[config.mk]
export PLATFORM = sky130hd
export DESIGN_NAME = pkt_stream_generator_flat
export DESIGN_NICKNAME = d
export VERILOG_FILES = /design/src/rtl/pkt_stream_if.sv /design/src/rtl/pkt_stream_generator.sv /design/src/flat_wrapper.sv
export SDC_FILE = /design/constraint.sdc
export NUM_CORES = 1
export LEC_CHECK = 0
export BUFFER_PORTS_ARGS = -buffer_cell sky130_fd_sc_hd__clkbuf_2
export CAP_MARGIN = 20
export CELL_PAD_IN_SITES_DETAIL_PLACEMENT = 0
export CELL_PAD_IN_SITES_GLOBAL_PLACEMENT = 2
export CORE_ASPECT_RATIO = 0.8
export CORE_MARGIN = 10
export CORE_UTILIZATION = 28
export CTS_CLUSTER_SIZE = 14
export DETAILED_ROUTE_END_ITERATION = 16
export PLACE_DENSITY_LB_ADDON = 0.15
export SYNTH_ARGS = -nofsm -noshare
export SYNTH_HDL_FRONTEND = slang
export SYNTH_SLANG_ARGS = --single-unit
export TNS_END_PERCENT = 5
[constraint.sdc]
create_clock -name clk -period 8.05 [get_ports clk]
set_clock_uncertainty 0.2 [all_clocks]
set_input_delay 0.4025 -clock clk [delete_from_list [all_inputs] [get_ports clk]]
set_output_delay 0.4025 -clock clk [all_outputs]
set_load 0.05 [all_outputs]
[src/rtl/pkt_stream_if.sv]
// Word stream carrying framed packets: source asserts out_wr for one cycle per word,
// sink throttles with out_rdy, and the source only writes after a cycle with out_rdy high.
interface pkt_stream_if #(
    parameter int DATA_WIDTH = 64,
    parameter int CTRL_WIDTH = 8
);
    logic                  out_wr;
    logic [CTRL_WIDTH-1:0] out_ctrl;
    logic [DATA_WIDTH-1:0] out_data;
    logic                  out_rdy;

    modport master (output out_wr, output out_ctrl, output out_data, input out_rdy);
    modport slave  (input out_wr, input out_ctrl, input out_data, output out_rdy);
endinterface

[src/rtl/pkt_stream_generator.sv]
// Configurable burst source of framed packets (SOP header, body, EOP); PKT_GEN_CHECKSUM_EN puts an XOR checksum in the EOP word.
// Latency: start to first out_wr is 2 cycles; every word is registered one cycle after it is accepted.
// Backpressure: with out_rdy low nothing is written and the FSM holds, so no word is lost or repeated.
module pkt_stream_generator #(
    parameter int DATA_WIDTH = 64,
    parameter int CTRL_WIDTH = 8,
    parameter int LEN_WIDTH  = 8,
    parameter int GAP_WIDTH  = 8,
    parameter int CNT_WIDTH  = 16
) (
    input  logic                 clk,
    input  logic                 rst,
    input  logic                 start,
    input  logic                 stop,
    input  logic [LEN_WIDTH-1:0] cfg_len,
    input  logic [CNT_WIDTH-1:0] cfg_num_pkts,
    input  logic [GAP_WIDTH-1:0] cfg_gap,
    input  logic [1:0]           cfg_mode,
    input  logic [31:0]          cfg_seed,
    pkt_stream_if.master         strm,
    output logic                 busy,
    output logic                 done,
    output logic [CNT_WIDTH-1:0] pkt_count
);
    localparam int                    REPS      = DATA_WIDTH / 32;
    localparam logic [CTRL_WIDTH-1:0] CTRL_SOP  = CTRL_WIDTH'(8'h01);
    localparam logic [CTRL_WIDTH-1:0] CTRL_EOP  = CTRL_WIDTH'(8'h80);
    localparam logic [31:0]           LFSR_TAPS = 32'h8020_0003;

    typedef enum logic [2:0] {S_IDLE, S_HDR, S_BODY, S_GAP, S_DONE} state_t;
    state_t state, state_nxt;

    logic [LEN_WIDTH-1:0]  len_q, word_k, k_minus1;
    logic [CNT_WIDTH-1:0]  num_q, pkt_count_inc;
    logic [GAP_WIDTH-1:0]  gap_q, gap_cnt;
    logic [1:0]            mode_q;
    logic [31:0]           seed_q, lfsr, lfsr_nxt;
    logic [DATA_WIDTH-1:0] body_cnt, hdr_data, body_data, word_data;
    logic [CTRL_WIDTH-1:0] word_ctrl;
    logic                  stop_seen, stop_any, last_word, run_full;
    logic                  emit_hdr, emit_body, emit_any, adv_payload;
    int                    walk_pos;

    assign stop_any      = stop_seen | stop;
    assign last_word     = (word_k == len_q - LEN_WIDTH'(1));
    assign k_minus1      = word_k - LEN_WIDTH'(1);
    assign pkt_count_inc = pkt_count + CNT_WIDTH'(1);
    assign run_full      = (num_q != '0) && (pkt_count_inc == num_q);
    assign emit_hdr      = (state == S_HDR) && strm.out_rdy;
    assign emit_body     = (state == S_BODY) && strm.out_rdy;
    assign emit_any      = emit_hdr | emit_body;
    assign lfsr_nxt      = lfsr[0] ? ((lfsr >> 1) ^ LFSR_TAPS) : (lfsr >> 1);
    assign busy          = (state == S_HDR) || (state == S_BODY) || (state == S_GAP);
    assign done          = (state == S_DONE);

`ifdef PKT_GEN_CHECKSUM_EN
    logic [DATA_WIDTH-1:0] csum;
    // The EOP slot carries the checksum, so the payload generators skip it.
    assign adv_payload = emit_body && !last_word;
`else
    assign adv_payload = emit_body;
`endif

    always_comb begin
        hdr_data        = '0;
        hdr_data[31:0]  = 32'(pkt_count);
        hdr_data[47:32] = 16'(len_q);
        hdr_data[63:48] = 16'hA55A;
    end

    always_comb begin
        walk_pos  = int'(k_minus1) % DATA_WIDTH;
        body_data = '0;
        case (mode_q)
            2'd0:    body_data = body_cnt;
            2'd1:    body_data = {REPS{seed_q}};
            2'd2:    body_data = {REPS{lfsr}};
            default: body_data = DATA_WIDTH'(1) << walk_pos;
        endcase
    end

    always_comb begin
        word_ctrl = '0;
        word_data = '0;
        if (state == S_HDR) begin
            word_ctrl = CTRL_SOP;
            word_data = hdr_data;
        end else if (state == S_BODY) begin
            word_ctrl = last_word ? CTRL_EOP : '0;
            word_data = body_data;
`ifdef PKT_GEN_CHECKSUM_EN
            if (last_word) word_data = csum;
`endif
        end
    end

    always_ff @(posedge clk or posedge rst) begin
        if (rst) state <= S_IDLE;
        else     state <= state_nxt;
    end

    always_comb begin
        state_nxt = state;
        case (state)
            S_IDLE: if (start) state_nxt = S_HDR;
            S_HDR:  if (strm.out_rdy) state_nxt = S_BODY;
            S_BODY: begin
                if (strm.out_rdy && last_word) begin
                    if (stop_any || run_full) state_nxt = S_DONE;
                    else if (gap_q != '0)     state_nxt = S_GAP;
                    else                      state_nxt = S_HDR;
                end
            end
            S_GAP: begin
                if (stop_any)                          state_nxt = S_DONE;
                else if (gap_cnt == GAP_WIDTH'(1))     state_nxt = S_HDR;
            end
            S_DONE:  state_nxt = S_IDLE;
            default: state_nxt = S_IDLE;
        endcase
    end

    always_ff @(posedge clk or posedge rst) begin
        if (rst) begin
            strm.out_wr   <= 1'b0;
            strm.out_ctrl <= '0;
            strm.out_data <= '0;
            pkt_count     <= '0;
            len_q         <= '0;
            num_q         <= '0;
            gap_q         <= '0;
            mode_q        <= '0;
            seed_q        <= '0;
            lfsr          <= '0;
            body_cnt      <= '0;
            word_k        <= '0;
            gap_cnt       <= '0;
            stop_seen     <= 1'b0;
        end else begin
            strm.out_wr   <= emit_any;
            strm.out_ctrl <= emit_any ? word_ctrl : '0;
            strm.out_data <= emit_any ? word_data : '0;

            if (state == S_IDLE) begin
                stop_seen <= 1'b0;
                if (start) begin
                    len_q     <= (cfg_len < LEN_WIDTH'(2)) ? LEN_WIDTH'(2) : cfg_len;
                    num_q     <= cfg_num_pkts;
                    gap_q     <= cfg_gap;
                    mode_q    <= cfg_mode;
                    seed_q    <= cfg_seed;
                    lfsr      <= (cfg_seed == 32'h0) ? 32'h1 : cfg_seed;
                    body_cnt  <= '0;
                    pkt_count <= '0;
                end
            end else if (busy) begin
                stop_seen <= stop_seen | stop;
            end

            if (emit_hdr) word_k <= LEN_WIDTH'(1);
            if (emit_body) begin
                word_k <= word_k + LEN_WIDTH'(1);
                if (last_word) pkt_count <= pkt_count_inc;
            end
            if (adv_payload) begin
                body_cnt <= body_cnt + DATA_WIDTH'(1);
                lfsr     <= lfsr_nxt;
            end

            if (emit_body && last_word) gap_cnt <= gap_q;
            else if (state == S_GAP)    gap_cnt <= gap_cnt - GAP_WIDTH'(1);
        end
    end

`ifdef PKT_GEN_CHECKSUM_EN
    always_ff @(posedge clk or posedge rst) begin
        if (rst)            csum <= '0;
        else if (emit_hdr)  csum <= hdr_data;
        else if (emit_body) csum <= csum ^ body_data;
    end
`endif
endmodule
[src/flat_wrapper.sv]
// flat-port wrapper written by rule: the top's interface ports become plain ports
module pkt_stream_generator_flat 
#(
    parameter int DATA_WIDTH = 64,
    parameter int CTRL_WIDTH = 8,
    parameter int LEN_WIDTH  = 8,
    parameter int GAP_WIDTH  = 8,
    parameter int CNT_WIDTH  = 16
)
  (clk, rst, start, stop, cfg_len, cfg_num_pkts, cfg_gap, cfg_mode, cfg_seed, busy, done, pkt_count, strm_out_wr, strm_out_ctrl, strm_out_data, strm_out_rdy);
  pkt_stream_if #(.DATA_WIDTH(DATA_WIDTH), .CTRL_WIDTH(CTRL_WIDTH)) strm_i ();
  input  logic clk;
  input  logic rst;
  input  logic start;
  input  logic stop;
  input  logic [LEN_WIDTH-1:0] cfg_len;
  input  logic [CNT_WIDTH-1:0] cfg_num_pkts;
  input  logic [GAP_WIDTH-1:0] cfg_gap;
  input  logic [1:0] cfg_mode;
  input  logic [31:0] cfg_seed;
  output logic busy;
  output logic done;
  output logic [CNT_WIDTH-1:0] pkt_count;
  output wire logic [$bits(strm_i.out_wr)-1:0] strm_out_wr;
  output wire logic [$bits(strm_i.out_ctrl)-1:0] strm_out_ctrl;
  output wire logic [$bits(strm_i.out_data)-1:0] strm_out_data;
  input wire logic [$bits(strm_i.out_rdy)-1:0] strm_out_rdy;
  assign strm_out_wr = strm_i.out_wr;
  assign strm_out_ctrl = strm_i.out_ctrl;
  assign strm_out_data = strm_i.out_data;
  assign strm_i.out_rdy = strm_out_rdy;
  pkt_stream_generator #(.DATA_WIDTH(DATA_WIDTH), .CTRL_WIDTH(CTRL_WIDTH), .LEN_WIDTH(LEN_WIDTH), .GAP_WIDTH(GAP_WIDTH), .CNT_WIDTH(CNT_WIDTH)) u_core (.clk(clk), .rst(rst), .start(start), .stop(stop), .cfg_len(cfg_len), .cfg_num_pkts(cfg_num_pkts), .cfg_gap(cfg_gap), .cfg_mode(cfg_mode), .cfg_seed(cfg_seed), .strm(strm_i), .busy(busy), .done(done), .pkt_count(pkt_count));
endmodule
== Word level (Yosys, flattened, before mapping) ==
Index checks and enable logic that the tools add are counted.

* Add/subtract/negate cells: 6
* $lt $le $gt $ge: 1
* Equality and inequality tests: 13
* Shift-type cells: 1
* Multiplexer cells: 35
* Bitwise operators: 3
* Reduce and logical (&&, ||, !) cells: 21

{| class="wikitable"
|+ Operator list
! cell !! number
|-
| $mux 64 || 6
|-
| $pmux 64 s3 || 1
|-
| $mux 32 || 5
|-
| $mux 8 || 9
|-
| $add 64x1->64 const B || 1
|-
| $mux 16 || 4
|-
| $shl 1x6->64 const A || 1
|-
| $logic_not 32->1 || 1
|-
| $mux 3 || 6
|-
| $add 16x1->16 const B || 1
|-
| $eq 16x16->1 || 1
|-
| $reduce_bool 16->1 || 1
|-
| $sub 8x1->8 const B || 2
|-
| $pmux 3 s4 || 1
|-
| $reduce_bool 2->1 || 5
|-
| $add 8x1->8 const B || 1
|-
| $eq 8x1->1 const B || 1
|-
| $eq 8x8->1 || 1
|-
| $lt 8x2->1 const B || 1
|-
| $reduce_bool 8->1 || 1
|-
| $eq 3x2->1 const B || 2
|-
| $ne 2x2->1 const B || 3
|-
| $sub 6x1->6 const B || 1
|-
| $logic_and 1x1->1 || 5
|-
| 14 further kinds || 19
|}

* Flip-flop bits (word level): 271
* Bits of input ports: 71

== Longest topological paths before layout ==
Gate-level depths: netlist (run 1).

* Depth in word-level cells: 7
* Depth in mapped cells: 10

== Worst setup path before layout (run 1) ==
No wires, ideal clock.

* Kind: reg-to-reg
* From: register u_core.pkt_count[0]
* To: register u_core.state[1]
* Setup time: 0.146 ns
* Data arrival time: 2.433 ns
* Data required time: 7.704 ns
* Setup slack: 5.271 ns
* Cell stages (with the launch flop): 9
* Buffers on the path: 1
* Period minus slack after synthesis: 2.779 ns
* Path through: dfrtp_1 > ha_1 > and4_1 > clkbuf_1 > nand2_1 > nor4_1 > o221ai_1 > nor4_1 > o2111ai_1

* Longest elaborated chain between the ends: 7

{| class="wikitable"
|+ RTL lines
! element !! RTL line !! source
|-
| start: declaration || pkt_stream_generator.sv:23 || <nowiki>output logic [CNT_WIDTH-1:0] pkt_count</nowiki>
|-
| start signal: assignment || pkt_stream_generator.sv:163 || <nowiki>if (last_word) pkt_count <= pkt_count_inc;</nowiki>
|-
| $add 16x1->16 || pkt_stream_generator.sv:47 || <nowiki>assign pkt_count_inc = pkt_count + CNT_WIDTH'(1);</nowiki>
|-
| $eq 16x16->1 || pkt_stream_generator.sv:48 || <nowiki>assign run_full = (num_q != '0) && (pkt_count_inc == num_q);</nowiki>
|-
| $logic_and 1x1->1 || pkt_stream_generator.sv:48 ||
|-
| $logic_or 1x1->1 || pkt_stream_generator.sv:109 || <nowiki>if (stop_any || run_full) state_nxt = S_DONE;</nowiki>
|-
| $mux 3 || pkt_stream_generator.sv:109 ||
|-
| $mux 3 || pkt_stream_generator.sv:108 || <nowiki>if (strm.out_rdy && last_word) begin</nowiki>
|-
| $pmux 3 s4 || pkt_stream_generator.sv:104 || <nowiki>case (state)</nowiki>
|-
| end signal: assignment || pkt_stream_generator.sv:99 || <nowiki>else state <= state_nxt;</nowiki>
|-
| end: declaration || pkt_stream_generator.sv:31 || <nowiki>state_t state, state_nxt;</nowiki>
|}

No other way between the ends. The select of a mux whose other input is x is not followed.
A chain may end at the register's enable or synchronous reset.

== Worst setup path in the final report (run 1) ==
* From: register u_core.mode_q[1]
* To: register u_core.strm.out_data[7]

* Longest elaborated chain between the ends: 5
* Elaborated cells on any way between the ends: 7
* Classes of those cells: 2 x eq/ne; 4 x mux; 1 x reduce/logical

{| class="wikitable"
|+ RTL lines
! element !! RTL line !! source
|-
| start: declaration || pkt_stream_generator.sv:36 || <nowiki>logic [1:0] mode_q;</nowiki>
|-
| start signal: assignment || pkt_stream_generator.sv:150 || <nowiki>mode_q <= cfg_mode;</nowiki>
|-
| $eq 2x2->1, or another cell as far along || pkt_stream_generator.sv:74 || <nowiki>case (mode_q)</nowiki>
|-
| $pmux 64 s3 * || pkt_stream_generator.sv:74 ||
|-
| $mux 64 * || pkt_stream_generator.sv:88 || <nowiki>end else if (state == S_BODY) begin</nowiki>
|-
| $mux 64 * || pkt_stream_generator.sv:85 || <nowiki>if (state == S_HDR) begin</nowiki>
|-
| $mux 64 * || pkt_stream_generator.sv:142 || <nowiki>strm.out_data <= emit_any ? word_data : '0;</nowiki>
|-
| end signal: assignment || pkt_stream_generator.sv:142 ||
|-
| end: declaration || pkt_stream_if.sv:12 || <nowiki>modport master (output out_wr, output out_ctrl, output out_data, input out_rdy);</nowiki>
|}

Every way passes the cells marked *; elsewhere a longest branch is shown, timed or not.

==> flow_summary_export.csv, run 1 <==
group,metric,value,unit
setup_path,critPathMaxStageDelay,1.01,ns
sta,fmax,249,MHz
floorplan,core_area,48600,µm²
clocking,cts_buffer_depth,3,
layout,antennaDiodeCount,0,
synthesis,ys_ff_latch,265,
sta,setup_tns,0,ns
detailed_routing,vias_per_cell,5.30,
sta,finalHoldViolCount,0,
synthesis,syn_area,13800,µm²
min_path,hold_path.class,"input pin to flop",
sta,whs,0.0524,ns
pwr,peakVddDrop,174,µV
grt,grt_max_degree,145,
place,place_congestion,0.861,
setup_path,cpMostUsedCell,"buf_4",
synthesis,syn_area_per_cell,8.62,µm²
setup_path,start_kind,"flop",
synthesis,synthFlopType,"dfrtp_1",
setup_path,critical_path_class,"flop to flop",
setup_path,crit_family,"buffers and inverters",
setup_path,critical-path-slowest-cell,"clkinv_1",
setup_path,arrival,4.28,ns
synthesis,ys_types,68,
clocking,post_cts_resized,0,
clocking,clock-root-buffer,"clkbuf_16",
floorplan,die_y,219,µm
detailed_routing,routed_wirelength,56900,µm
floorplan,start_util,28.5,%
grt,antenna_found_initial,2,
synthesis,yosysTopAreaCell,"dfrtp_1",
detailed_routing,vias,12904,
grt,grt_pass1_vias,12725,
place,hpwl,40700,µm
floorplan,fp.dieW,269,µm
sta,rsz0062_at_grt,"false",
clocking,clkTransAtPathRegs,0.06,ns
detailed_routing,first_pass_iters,5,
floorplan,die_area,58800,µm²
synthesis,synth_edf_count,0,
detailed_routing,drtIter0Drc,1067,
layout,syn_to_final_growth,22.8,%
synthesis,synthTopCellsByArea,"dfrtp_1, nand2_1, o21ai_0",
grt,grt-ovfl-total,0,
synthesis,syn_inst,1606,
setup_path,crit_chain,"buf_4, clkinv_1, nand2_1, buf_4, o21ai_0, a221o_1, a21oi_1",
layout,fin_nets,1862,
clocking,clk_latency,0.54,ns
sta,worstMarginPinSlew,1.19,ns
synthesis,yosysTopAreaCellShare,47.9,%
synthesis,ys_seq_area_share,47.9,%
sta,drv_slew,0,
clocking,post_cts_buffers,0,
setup_path,crit_fanout,87,
synthesis,yosys_warnings,0,
setup_path,path_buf_inv,3,
clocking,cts_buffers,35,
layout,final_cell_mix,"nand2_1, dfrtp_1, clkbuf_2, o21ai_0, a21oi_1",
place,port_buffers,155,
detailed_routing,wl_per_cell,23.4,µm
floorplan,io_pins,162,
layout,drive_gt1_share,14.0,%
detailed_routing,postRouteAntennaNets,0,
floorplan,rows,72,
status,status,"finished, final reports clean",
clocking,cts_tree,"built",
layout,final_common_cell,"nand2_1",
clocking,hold_buffers,67,
pwr,p_per_area,352,nW/µm²
setup_path,worst_setup_path_end_kind,"flop",
job,drv_cap,0,
sta,fin_crit,4.02,ns
clocking,clock-sinks,265,
sta,relSlewSlack,19.9,%
setup_path,required,8.31,ns
grt,grt_usage,19.2,%
detailed_routing,drc,0,
sta,period_share,50.0,%
synthesis,async_reset_ff_share,100,%
sta,finalSetupViolations,0,
clocking,htreeDepth,2,
pwr,p_leak,7.64,nW
grt,grt_pass1_wl,85200,µm
stage by stage:
step | std cells | utilization (%) | worst slack (ns) | power (W) | area, µm²
after floorplan | 1611 | - | 0.151 | 0.00348 | 13900
after global placement | 2304 | 31.1 | 4.05 | 0.00435 | 15100
final | 2433 | 34.9 | 4.03 | 0.00599 | 17000
after global routing | 2433 | 34.9 | 3.64 | 0.00636 | 17000
after detailed placement | 2305 | 31.2 | 4.15 | 0.00436 | 15200
after CTS | 2433 | 34.9 | 4.13 | 0.00602 | 17000
per-layer routing:
metal  routed length (µm)  global-route usage, %  share of wire [%]
met4                 1240                   5.35                2.2
met3                 3180                   2.91                5.6
met2                23400                   26.3                 41
met5                    0                      0                  0
met1                29100                   30.2                 51
worst register-to-register path, cell delays in order (launching register included):
cell and delay, ns:
dfrtp_2 0.34, buf_4 0.67, clkinv_1 1.04, nand2_1 0.68, buf_4 0.37, o21ai_0 0.20
a221o_1 0.31, a21oi_1 0.14
kinds of logic (layout without fill, tap and decap cells):
group / after synthesis / count (layout) / share of synthesized area, %
and+or+nand+nor: 690 / 690 / 23.3
AOI/OAI and AO/OA: 427 / 427 / 19.1
DFF: 265 / 265 / 47.9
buffers and inverters: 146 / 339 / 4.23
xor gates and xnor gates: 41 / 41 / 2.59
muxes: 25 / 25 / 1.83
adders and majority gates: 11 / 11 / 0.994
other: 1 / 6 / 0.0271
power by group:
part / internal [W] / switching (W) / leakage (nW) / total (W)
Sequential: 0.00167 / 0.000490 / 3.50 / 0.00216
Clock: 0.000983 / 0.000617 / 0.581 / 0.00160
Combinational: 0.000646 / 0.00159 / 3.56 / 0.00223
state kept, by name (all words and copies together) (netlist names):
name,flops
u_core.body_cnt,64
u_core.strm.out_data,64
u_core.lfsr,32
u_core.seed_q,32
u_core.num_q,16
u_core.pkt_count,16
u_core.gap_cnt,8
u_core.gap_q,8
u_core.len_q,8
u_core.word_k,8
u_core.state,3
u_core.mode_q,2
u_core.strm.out_ctrl,2
u_core.stop_seen,1
u_core.strm.out_wr,1
cell usage after synthesis (3+ instances only):
master	n
a22o_1	3
o31ai_1	19
or4_1	5
clkbuf_1	91
a211o_1	12
o21ai_0	150
nand2b_1	22
nor2_1	73
mux2i_1	23
buf_4	7
a211oi_1	18
or2_2	3
buf_1	6
buf_2	3
and2_1	23
and4_1	8
a21oi_1	93
xnor2_1	25
nor3_1	31
nand2_1	344
a31oi_1	22
dfrtp_1	265
a21boi_0	7
nor2b_1	7
inv_1	35
and3_1	15
nand4_1	28
nor4_1	23
a221o_1	10
nand3_1	86
or3_1	3
a221oi_1	8
ha_1	11
a22oi_1	33
xor2_1	16
o22ai_1	3
o211ai_1	32
final timing paths:
path / start / endpoint / slack, ns / cells after the start
worst max-delay path: u_core.mode_q[1] / u_core.strm.out_data[7] / 4.03 / 7
worst min-delay path: cfg_seed[21] / u_core.seed_q[21] / 0.05 / 3
worst max register to register: u_core.mode_q[1] / u_core.strm.out_data[7] / 4.03 / 7
worst min register to register: u_core.seed_q[27] / u_core.seed_q[27] / 0.29 / 2
max in group asynchronous: rst / u_core.gap_q[1] / 5.82 / 4
min in group asynchronous: rst / u_core.body_cnt[56] / 0.40 / 3
area by class of cell:
class,count,area (µm²)
inverter,38,150
clock inverter,8,90.1
multi-input combinational,1200,6660
clock buffer,53,1080
timing repair buffer,240,1590
tap,629,787
sequential,265,6630
fill,5070,31700
Power figures use the tool's default switching activity.
==> run 2, diff against run 1 <==
==> constraint.sdc (replaced) <==
create_clock -name clk -period 3.5 [get_ports clk]
set_clock_uncertainty 0.2 [all_clocks]
set_input_delay 0.175 -clock clk [delete_from_list [all_inputs] [get_ports clk]]
set_output_delay 0.175 -clock clk [all_outputs]
set_load 0.05 [all_outputs]
==> run 2 against run 1 <==
  * First-iteration DRC count up 18%
  * Die area unchanged
  * Clock power up 110%
  * Worst setup slack worse by 3.7 ns
  * Sequential power up 120%
  * Non-clock buffer count up 39
==> flow_summary_export.csv, run 2 (synthesis results as in run 1) <==
group,metric,value,unit
status,status,"finished, final reports clean",
grt,antenna_found_initial,1,
grt,grt_max_degree,77,
layout,drive_gt1_share,15.4,%
floorplan,io_pins,162,
clocking,post_cts_buffers,0,
clocking,clock-root-buffer,"clkbuf_16",
layout,antennaDiodeCount,0,
floorplan,start_util,28.5,%
clocking,cts_buffer_depth,3,
clocking,post_cts_resized,0,
layout,final_cell_mix,"nand2_1, dfrtp_1, clkbuf_2, o21ai_0, a21oi_1",
setup_path,path_buf_inv,1,
detailed_routing,wl_per_cell,23.2,µm
place,placed_area,15500,µm²
setup_path,crit_fanout,7,
sta,worstMarginPinSlew,0.876,ns
layout,fillers,5061,
layout,seq_area,6630,µm²
layout,syn_to_final_growth,24.5,%
sta,fin_crit,3.14,ns
layout,final_common_cell,"nand2_1",
detailed_routing,postRouteAntennaNets,0,
sta,setup_tns,0,ns
setup_path,critical_path_class,"flop to flop",
setup_path,crit_chain,"inv_1, ha_1, xor2_1, nand3_1, a211oi_1, o211ai_1, nor2_1, o21ai_0",
min_path,hold_path.class,"input pin to asynchronous set/reset pin",
floorplan,rows,72,
sta,whs,0.0665,ns
sta,drv_slew,0,
floorplan,fp.dieW,269,µm
detailed_routing,drtIter0Drc,1256,
floorplan,die_y,219,µm
layout,largestRegisters,"u_core.body_cnt (64), u_core.strm.out_data (64)",
detailed_routing,routed_wirelength,57300,µm
setup_path,required,3.68,ns
sta,finalSetupViolations,0,
pwr,peakVddDrop,332,µV
setup_path,critical-path-slowest-cell,"nor2_1",
clocking,clkTransAtPathRegs,0.06,ns
pwr,total_power,0.0136,W
sta,finalHoldViolCount,0,
place,port_buffers,155,
sta,relSlewSlack,41.6,%
setup_path,start_kind,"flop",
clocking,clock-sinks,265,
floorplan,die_area,58800,µm²
layout,fin_nets,1900,
place,place_congestion,0.841,
sta,fmax,319,MHz
sta,period_share,89.7,%
clocking,clk_latency,0.54,ns
detailed_routing,drc,0,
grt,grt_pass1_vias,12878,
layout,design_area,17200,µm²
clocking,cts_buffers,34,
clocking,hold_buffers,70,
setup_path,arrival,3.31,ns
pwr,p_leak,7.79,nW
place,hpwl,42100,µm
sta,rsz0062_at_grt,"false",
layout,multi_input_comb_area,6660,µm²
setup_path,crit_family,"compound AO/OA/AOI/OAI gates",
pwr,p_per_area,792,nW/µm²
job,drv_cap,0,
setup_path,worst_setup_path_end_kind,"flop",
detailed_routing,vias_per_cell,5.28,
floorplan,core_area,48600,µm²
grt,grt-ovfl-total,0,
detailed_routing,vias,13043,
clocking,htreeDepth,2,
setup_path,critPathMaxStageDelay,0.75,ns
clocking,cts_tree,"built",
grt,grt_usage,19.3,%
grt,grt_pass1_wl,85400,µm
detailed_routing,first_pass_iters,6,
run 2: cell types whose count changed in the layout (fill, tap and decap cells not counted), sizes merged:
cell         before  now
bufinv            2    0
clkinv            8   11
clkbuf          208  204
dlygate4sd3      67   70
clkinvlp          0    1
buf              18   54
run 2: path summary, 6_finish.rpt:
| path | from | to | slack [ns] | cells after the start |
|---|---|---|---|---|
| worst max-delay path | u_core.len_q[0] | u_core.gap_cnt[7] | 0.36 | 8 |
| worst min-delay path | rst | u_core.body_cnt[20] | 0.07 | 3 |
| worst max register to register | u_core.len_q[0] | u_core.gap_cnt[7] | 0.36 | 8 |
| worst min register to register | u_core.seed_q[21] | u_core.seed_q[21] | 0.27 | 2 |
| max in group asynchronous | rst | u_core.lfsr[21] | 2.20 | 4 |
| min in group clk | start | u_core.seed_q[0] | 0.09 | 4 |
run 2: worst reg2reg max path: stages (launching register included):
cell,delay [ns]
dfrtp_1,0.44
inv_1,0.08
ha_1,0.31
xor2_1,0.15
nand3_1,0.10
a211oi_1,0.35
o211ai_1,0.37
nor2_1,0.76
o21ai_0,0.23
run 2: through the flow:
step | cells | utilization [%] | setup WS [ns]
6_report | 2470 | 35.4 | 0.361
2_1_floorplan | 1611 | - | -0.373
3_5_place_dp | 2341 | 31.8 | 0.463
3_3_place_gp | 2341 | 31.8 | 0.496
4_1_cts | 2470 | 35.4 | 0.454
5_1_grt | 2470 | 35.4 | 0.123
run 2: routing by layer:
| metal | GRT usage (%) | share of wire, % |
|---|---|---|
| met2 | 26.7 | 41 |
| met5 | 0 | 0 |
| met1 | 30.0 | 52 |
| met4 | 4.11 | 1.3 |
| met3 | 3.48 | 5.7 |
run 2: cell type report:
cell class,count,area share [%]
multi-input combinational,1200,38.6
sequential,265,38.5
timing repair buffer,279,11.4
clock buffer,49,5.68
tap,629,4.57
inverter,38,0.850
clock inverter,10,0.334
run 2: power breakdown:
part	leakage, nW	internal, W	switching [W]
Combinational	3.77	0.00169	0.00389
Sequential	3.50	0.00384	0.000885
Clock	0.518	0.00194	0.00140
Total	7.79	0.00747	0.00618
==> run 3, diff against run 2 <==
--- a/config.mk
+++ b/config.mk
@@ -11,9 +11,10 @@
 export CELL_PAD_IN_SITES_GLOBAL_PLACEMENT = 2
 export CORE_ASPECT_RATIO = 0.8
 export CORE_MARGIN = 10
-export CORE_UTILIZATION = 28
+export CORE_UTILIZATION = 32
 export CTS_CLUSTER_SIZE = 14
 export DETAILED_ROUTE_END_ITERATION = 16
+export GPL_TIMING_DRIVEN = 1
 export PLACE_DENSITY_LB_ADDON = 0.15
 export SYNTH_ARGS = -nofsm -noshare
 export SYNTH_HDL_FRONTEND = slang
==> run 3 against run 2 <==
  * Combinational power decreased by 3.8%
  * Final cell count down 3.3%
  * Maximum frequency is 4.1% higher
  * Clock-buffer cell count is 3 lower
  * Highest routed layer unchanged
==> flow_summary_export.csv, run 3 (synthesis results as in run 1) <==
group,metric,value,unit
status,status,"finished, final reports clean",
detailed_routing,highest_layer,"met4",
sta,setup_tns,0,ns
sta,fin_crit,3.02,ns
sta,fmax,332,MHz
sta,period_share,86.2,%
floorplan,fp.dieW,253,µm
detailed_routing,first_pass_iters,8,
pwr,p_per_area,800,nW/µm²
floorplan,io_pins,162,
layout,final_common_cell,"nand2_1",
detailed_routing,vias_per_cell,5.51,
place,hpwl,40400,µm
detailed_routing,routed_wirelength,55200,µm
grt,grt_usage,21.0,%
layout,syn_to_final_growth,23.3,%
clocking,hold_buffers,71,
layout,largestRegisters,"u_core.body_cnt (64), u_core.strm.out_data (64)",
clocking,cts_tree,"built",
detailed_routing,wl_met3,3780,µm
setup_path,critPathMaxStageDelay,0.59,ns
clocking,clk_latency,0.53,ns
clocking,cts_buffers,34,
clocking,post_cts_resized,0,
pwr,peakVddDrop,595,µV
sta,finalSetupViolations,0,
pwr,p_leak,7.73,nW
job,drv_cap,0,
detailed_routing,drc,0,
layout,antennaDiodeCount,0,
detailed_routing,postRouteAntennaNets,0,
grt,grt_pass1_wl,83200,µm
setup_path,required,3.67,ns
setup_path,critical_path_class,"flop to flop",
clocking,cts_buffer_depth,3,
min_path,hold_path.class,"input pin to flop",
clocking,post_cts_buffers,0,
detailed_routing,drtIter0Drc,1385,
grt,grt_max_degree,95,
setup_path,path_buf_inv,2,
setup_path,crit_family,"simple AND/OR/NAND/NOR gates",
sta,worstMarginPinSlew,0.808,ns
layout,fin_nets,1889,
sta,drv_slew,0,
grt,grt_pass1_vias,12621,
clocking,htreeDepth,2,
clocking,clock-sinks,265,
place,port_buffers,155,
layout,drive_gt1_share,14.8,%
detailed_routing,wl_per_cell,23.1,µm
floorplan,die_y,206,µm
setup_path,crit_fanout,7,
detailed_routing,route.met2.wl,22200,µm
setup_path,critical-path-slowest-cell,"nor2_1",
place,post-place-cells,2260,
setup_path,start_kind,"flop",
sta,relSlewSlack,46.2,%
detailed_routing,vias,13159,
place,place_congestion,0.848,
floorplan,core_area,43000,µm²
setup_path,worst_setup_path_end_kind,"flop",
sta,rsz0062_at_grt,"false",
clocking,clock-root-buffer,"clkbuf_16",
grt,grt-ovfl-total,0,
sta,finalHoldViolCount,0,
setup_path,arrival,3.19,ns
setup_path,crit_chain,"inv_1, ha_1, or3_1, a31oi_1, o211ai_1, buf_4, nor2_1, o21ai_0",
layout,fin_cells,2388,
clocking,clkTransAtPathRegs,0.06,ns
grt,antenna_found_initial,1,
detailed_routing,met1_length,28500,µm
layout,final_cell_mix,"nand2_1, dfrtp_1, clkbuf_2, o21ai_0, a21oi_1",
sta,whs,0.0791,ns
floorplan,rows,68,
floorplan,die_area,52000,µm²
floorplan,start_util,32.2,%
==> run 3: report_power, final <==
part	internal (W)	switching, W	total [W]
registers	0.00384	0.00100	0.00484
logic	0.00161	0.00377	0.00537
clock network	0.00206	0.00138	0.00344
total	0.00750	0.00615	0.0137
==> run 3: tightest hold or removal path: cells and delay by family <==
family	cells	cell delay, ns
AND/OR/NAND/NOR	3	0.43
buffers and inverters	1	0.14
==> run 3: final timing paths <==
| check | from | end | slack [ns] | cells past startpoint |
|---|---|---|---|---|
| hold / removal | start | u_core.gap_q[3] | 0.08 | 4 |
| min in group asynchronous | rst | u_core.body_cnt[55] | 0.10 | 3 |
| max in group asynchronous | rst | u_core.num_q[14] | 2.03 | 4 |
| setup / recovery | u_core.len_q[0] | u_core.pkt_count[1] | 0.48 | 8 |
| hold reg to reg | u_core.seed_q[28] | u_core.seed_q[28] | 0.27 | 2 |
| setup reg to reg | u_core.len_q[0] | u_core.pkt_count[1] | 0.48 | 8 |
==> run 3: cell type report <==
| cell class | instances | area [µm²] |
|---|---|---|
| Clock buffer | 46 | 957 |
| Multi-Input combinational cell | 1200 | 6660 |
| Clock inverter | 11 | 111 |
| Timing Repair Buffer | 268 | 1860 |
| Tap cell | 560 | 701 |
| Sequential cell | 265 | 6630 |
| Inverter | 38 | 146 |
| Fill cell | 4388 | 25900 |
==> run 3: routing by layer <==
layer / GRT usage, % / vias up
met5: 0 / -
met4: 3.91 / 0
li1: - / 6099
met1: 33.7 / 6585
met2: 28.0 / 426
met3: 3.83 / 49
==> run 3: per-stage QoR <==
step	total power, W	util (%)	setup slack (ns)	area [µm²]
CTS	0.0137	39.7	0.529	17100
global placement	0.0101	35.6	0.530	15300
floorplan	0.00800	-	-0.373	13900
finish	0.0137	39.7	0.485	17100
global route	0.0145	39.7	0.277	17100
detailed placement	0.0101	35.6	0.527	15300
